File: src/rtl/step_phase_decoder.sv
// step_phase_decoder: recovers step events, direction, position and revolution count from a stepper coil pattern
module step_phase_decoder #(
  parameter int STEPS_PER_REV = 400,
  parameter int POS_W = 16,
  parameter int FILTER = 4,
  parameter int IDLE_CYCLES = 1_000_000
) (
  input  logic             clk,
  input  logic             rst,
  input  logic [3:0]       phase_in,
  input  logic             clr,
  input  logic             err_clr,
  output logic             step_valid,
  output logic             step_dir,
  output logic [POS_W-1:0] position,
  output logic [8:0]       angle_idx,
  output logic [7:0]       rev_cnt,
  output logic             mode,
  output logic             moving,
  output logic             err_illegal,
  output logic             err_skip
);
  localparam int CW = $clog2(FILTER + 1);
  localparam int IW = $clog2(IDLE_CYCLES + 1);
  localparam logic [8:0] LAST = 9'(STEPS_PER_REV - 1);
  typedef enum logic {NOREF, REF} ref_t;
  ref_t ref_st;
  logic [3:0] s1, s2, cand, acc;
  logic [CW-1:0] cnt;
  logic [1:0] ref_idx, nidx, delta;
  logic [IW-1:0] idle;
  logic acc_ev, is1, is2, valid, same_mode, fwd, rev, skip, ill;
  // Decode the filtered candidate against the stored reference
  always_comb begin
    is1 = cand inside {4'b0001, 4'b0010, 4'b0100, 4'b1000};
    is2 = cand inside {4'b0011, 4'b0110, 4'b1100, 4'b1001};
    valid = is1 | is2;
    nidx = (cand == 4'b0010 || cand == 4'b0110) ? 2'd1 :
           (cand == 4'b0100 || cand == 4'b1100) ? 2'd2 :
           (cand == 4'b1000 || cand == 4'b1001) ? 2'd3 : 2'd0;
    delta = nidx - ref_idx;
    acc_ev = cnt == CW'(FILTER) && cand != acc;
    same_mode = ref_st == REF && is2 == mode;
    fwd = acc_ev && valid && same_mode && delta == 2'd1;
    rev = acc_ev && valid && same_mode && delta == 2'd3;
    skip = acc_ev && valid && same_mode && delta == 2'd2;
    ill = acc_ev && (valid ? ref_st == REF && is2 != mode : cand != 4'b0000);
  end
  // Two-stage synchronizer followed by a stability counter on the candidate pattern
  always_ff @(posedge clk or posedge rst) begin
    if (rst) begin
      s1 <= '0;
      s2 <= '0;
      cand <= '0;
      cnt <= '0;
    end else begin
      s1 <= phase_in;
      s2 <= s1;
      if (s2 != cand) begin
        cand <= s2;
        cnt <= CW'(1);
      end else if (cnt != CW'(FILTER)) cnt <= cnt + CW'(1);
    end
  end
  // Reference FSM: every accepted energized pattern becomes the new reference, 0000 or illegal drops it
  always_ff @(posedge clk or posedge rst) begin
    if (rst) begin
      ref_st <= NOREF;
      acc <= '0;
      ref_idx <= '0;
      mode <= 1'b0;
    end else if (acc_ev) begin
      acc <= cand;
      ref_st <= valid ? REF : NOREF;
      if (valid) begin
        ref_idx <= nidx;
        mode <= is2;
      end
    end
  end
  // Step pulse, counters with clear priority, sticky errors and idle timer
  always_ff @(posedge clk or posedge rst) begin
    if (rst) begin
      step_valid <= 1'b0;
      step_dir <= 1'b0;
      position <= '0;
      angle_idx <= '0;
      rev_cnt <= '0;
      moving <= 1'b0;
      idle <= '0;
      err_illegal <= 1'b0;
      err_skip <= 1'b0;
    end else begin
      step_valid <= fwd | rev;
      if (fwd | rev) step_dir <= fwd;
      position <= clr ? '0 : fwd ? position + POS_W'(1) : rev ? position - POS_W'(1) : position;
      angle_idx <= clr ? '0 : fwd ? (angle_idx == LAST ? 9'd0 : angle_idx + 9'd1) :
                   rev ? (angle_idx == 9'd0 ? LAST : angle_idx - 9'd1) : angle_idx;
      rev_cnt <= clr ? '0 : (fwd && angle_idx == LAST) ? rev_cnt + 8'd1 :
                 (rev && angle_idx == 9'd0) ? rev_cnt - 8'd1 : rev_cnt;
      err_illegal <= ill | (err_illegal & ~err_clr);
      err_skip <= skip | (err_skip & ~err_clr);
      if (fwd | rev) begin
        moving <= 1'b1;
        idle <= IW'(IDLE_CYCLES - 1);
      end else if (moving) begin
        if (idle == '0) moving <= 1'b0;
        else idle <= idle - IW'(1);
      end
    end
  end
endmodule
File: config.mk
export PLATFORM = sky130hd
export DESIGN_NAME = step_phase_decoder
export DESIGN_NICKNAME = d
export VERILOG_FILES = /design/src/rtl/step_phase_decoder.sv
export SDC_FILE = /design/constraint.sdc
export NUM_CORES = 1
export LEC_CHECK = 0
export ABC_AREA = 1
export BUFFER_PORTS_ARGS = -buffer_cell sky130_fd_sc_hd__buf_2
export CAP_MARGIN = 20
export CORE_MARGIN = 5
export CORE_UTILIZATION = 39
export CTS_CLUSTER_SIZE = 10
export DETAILED_ROUTE_END_ITERATION = 8
export GPL_ROUTABILITY_DRIVEN = 0
export RECOVER_POWER = 25
export REMOVE_ABC_BUFFERS = 1
export SKIP_LAST_GASP = 1
export SYNTH_ARGS = -nofsm -noshare
export SYNTH_HDL_FRONTEND = slang
export SYNTH_SLANG_ARGS = --single-unit
File: constraint.sdc
create_clock -name clk -period 3.4 [get_ports clk]
set_input_delay 0.34 -clock clk [delete_from_list [all_inputs] [get_ports clk]]
set_output_delay 0.34 -clock clk [all_outputs]
set_load 0.01 [all_outputs]
==> impl_summary.log <==
[metrics] run status: complete, but fails checks
[metrics] failing checks: max-capacitance violations, max-slew violations
[metrics] count of state elements after synthesis: 81
[metrics] Worst Reg2Reg Path Length in Cells: 21
[metrics] Clock Skew: 7.272 ps
[metrics] clock sinks: 81
[metrics] arrival time worst endpoint: 3370 ps
[metrics] worst reg2reg setup slack: 270 ps
[metrics] TNS Setup: 0 ps
[metrics] half-perimeter wire length after placement: 8557 um
[metrics] port bufs: 46
[metrics] global-route usage over all layers: 0.1659
[metrics] maximum frequency from static timing analysis: 319.4 MHz
[metrics] Cell variety after synth: 38
[metrics] wire length of the first global-routing pass: 20110 um
[metrics] total I/O pin count: 47
[metrics] detailed-route DRC error count: 0
[metrics] chip width: 123.4 um
[metrics] Reg clk slew, reported paths: 60 ps
[metrics] number of levels the H-tree was split into: 3
[metrics] endpoint of the worst hold-timing path: s1[2]$_DFF_PP0_
[metrics] final setup violating endpoints: 0
[metrics] commonest non-fill, non-tap cell in the layout: sky130_fd_sc_hd__nand2_1
[metrics] mean instance size in the synthesized netlist: 7.761 um2
[metrics] final worst path period share: 0.9208
[metrics] proportion of synthesized chip area in sequential cells: 0.4043
[metrics] most frequent cells in the layout: sky130_fd_sc_hd__nand2_1, sky130_fd_sc_hd__dfrtp_1, sky130_fd_sc_hd__inv_1, sky130_fd_sc_hd__nor2_1, sky130_fd_sc_hd__o21ai_0
[metrics] area of the core region: 12620 um2
[metrics] nature of the critical path endpoint: register
[metrics] placed instance count: 856
[metrics] Startpoint Class: register
[metrics] total of warnings raised by yosys: 0
[metrics] share of post-route cells with drive strength above 1: 0.1288
[metrics] WL per Instance: 13.32 um
[metrics] Max-slew headroom: -0.4768
[metrics] Worst Min Path Start: phase_in[2]
[metrics] drt first pass iters: 4
[metrics] die height: 123.4 um
[metrics] Maximum Capacitance Violations: 1
[metrics] final period demand of the worst path: 3131 ps
[metrics] cell count of the worst hold path: 1
[metrics] launching point of the worst reg2reg path: cand[1]$_DFFE_PP0P_
[metrics] Root Buffer: sky130_fd_sc_hd__clkbuf_16
[metrics] starting density of the core: 0.3973
[metrics] total via count in the routed design: 4398
[metrics] total wire length after detailed routing: 11600 um
[metrics] drt first-iter violations: 223
[metrics] transition time at the pin with the least slew margin: 2203 ps
[metrics] antenna violations before repair: 0
[metrics] post-synthesis instance total: 646
[metrics] via-per-instance ratio: 5.049
[metrics] r2r endpoint: position[13]$_DFFE_PP0P_
[metrics] Max Transition Viols Final: 51
[metrics] count of inserted antenna diode cells: 0
[metrics] maximum number of pins on one net before global-route repair: 51
[metrics] non-filler instance count after layout: 871
[metrics] Clock Path Buffers: 2
[metrics] IR Drop Worst-Case VDD: 0.2252 mV
[metrics] Core Rows: 41
[metrics] Pleak: 0.003138 uW
[metrics] setup repair after global routing missed its margin: false
[metrics] type of the worst min-delay path: in2reg
[metrics] clock latency at the later pin of the worst-skew pair: 350 ps
[metrics] post-detailed-route count of antenna-violating nets: 0
[metrics] Total Die Area: 15220 um2
[metrics] count of final hold-check violations: 0
[metrics] PwrDens: 408.1 nW/um2
[metrics] number of setup buffers added after CTS: 0
[metrics] synthesized area: 5014 um2
[metrics] Post-layout nets: 733
[metrics] Syn-to-layout area delta: 15.70%
[metrics] critical path data required time: 3640 ps
[metrics] CTS tree: built
[metrics] via count of the first global-routing pass: 4350
[metrics] overflow left after global routing: 0
[metrics] number of buffers created by CTS: 9
[metrics] Setup Crit Path Kind: reg2reg
[metrics] peak fanout along the critical path: 13
[how the worst max path moves through the flow]
stage	start	depth (start not counted)	endpoint
after floorplan	cand[1]$_DFFE_PP0P_	17	position[9]$_DFFE_PP0P_
after detailed placement	cand[1]$_DFFE_PP0P_	20	position[13]$_DFFE_PP0P_
after global placement	cand[1]$_DFFE_PP0P_	19	rev_cnt[6]$_DFFE_PP0P_
after global routing	cand[1]$_DFFE_PP0P_	17	position[9]$_DFFE_PP0P_
final	cand[1]$_DFFE_PP0P_	21	position[13]$_DFFE_PP0P_
after CTS	cand[1]$_DFFE_PP0P_	20	position[13]$_DFFE_PP0P_
[flip-flops by register name (all words and copies together), names as in the netlist, 2 cells and up]
signal and flops:
idle 20, position 16, angle_idx 9, rev_cnt 8, acc 4, cand 4, s1 4, s2 4
cnt 3, ref_idx 2
[stage by stage]
step	util	hold slack (ps)	instance area, um2	total power (uW)	setup WS, ps
after CTS	0.4556	88.27	5749	2386	19.77
after floorplan	-	331.2	4938	1249	206.9
after detailed placement	0.4309	336.3	5438	1335	27.30
after global routing	0.4596	88.52	5801	2488	2.674
after global placement	0.4309	341.1	5438	1330	159.0
final	0.4596	100.2	5801	2367	269.4
[report_power, final]
part	switching, uW	leakage, uW	internal, uW	total (uW)
clock network	382	0.000153	658	1040
logic	177	0.00189	126	303
registers	28.4	0.00109	996	1020
total	588	0.00314	1780	2370
[routing by layer]
| layer | wire [um] | track usage |
|---|---|---|
| met5 | 0 | 0 |
| met4 | 201 | 0.06782 |
| met3 | 407 | 0.03385 |
| met2 | 5649 | 0.2813 |
| met1 | 5345 | 0.2061 |
[area by class of cell]
cell class,instances,area [um2]
fillers,1296,6819
multi-input cells,480,2696
flip-flops and latches,81,2029
repair buffers,53,281.5
inverters,70,266.5
clock buffers,12,246.5
well taps,172,215.2
clock inverters,3,65.06
[critical path, cell delays in order, from the launching register on]
cell and delay (ps):
sky130_fd_sc_hd__dfrtp_2 410, sky130_fd_sc_hd__inv_1 90, sky130_fd_sc_hd__o22ai_1 150, sky130_fd_sc_hd__nand2_1 100, sky130_fd_sc_hd__ha_1 200, sky130_fd_sc_hd__xnor2_1 190, sky130_fd_sc_hd__inv_1 60, sky130_fd_sc_hd__nand2_1 50
sky130_fd_sc_hd__nand2_1 80, sky130_fd_sc_hd__nor2_2 160, sky130_fd_sc_hd__nand2_4 150, sky130_fd_sc_hd__buf_4 210, sky130_fd_sc_hd__ha_1 340, sky130_fd_sc_hd__nand2_1 90, sky130_fd_sc_hd__nor2_1 140, sky130_fd_sc_hd__nand3_1 120
sky130_fd_sc_hd__nand3_2 140, sky130_fd_sc_hd__nand3_1 100, sky130_fd_sc_hd__nand3_1 80, sky130_fd_sc_hd__nand2_1 50, sky130_fd_sc_hd__nand3_1 60, sky130_fd_sc_hd__nand2_1 50
[cell families (layout without fill, tap and decap cells)]
logic type,count (synthesis),count (layout),share of synthesized area
and+or+nand+nor,290,290,0.2548
buffers and inverters,85,138,0.06788
adders and majority gates,30,30,0.07786
xor gates and xnor gates,38,38,0.06638
DFF,81,81,0.4043
AOI/OAI and AO/OA,122,122,0.1288
[timing repair]
action                                  4_1_cts  5_1_grt
resized for setup                             0       14
endpoints found under the setup margin        0       13
hold endpoints to repair                      0        0
hold buffers                                  0        0
[synthesized netlist by cell type, drive strengths merged]
cell       n  share of area
nand3     55          0.059
ha        28          0.070
dfrtp     81           0.40
o21bai     3         0.0045
clkbuf     6         0.0045
buf        9          0.010
nor4       2         0.0025
a22o       1         0.0017
a31oi      1         0.0012
o21ai     70          0.070
o21a       1         0.0015
or2        1         0.0012
inv       70          0.053
nand2    154           0.12
a21oi     36          0.036
o32ai      1         0.0017
o22ai      6         0.0075
fa         2         0.0080
o31ai      2         0.0030
xor2      25          0.044
nand3b     2         0.0030
o2111ai    1         0.0017
nand4      9          0.011
nor2      61          0.053
nor3       6         0.0060
xnor2     13          0.023
Note: power is estimated with default switching activity, not from simulation.
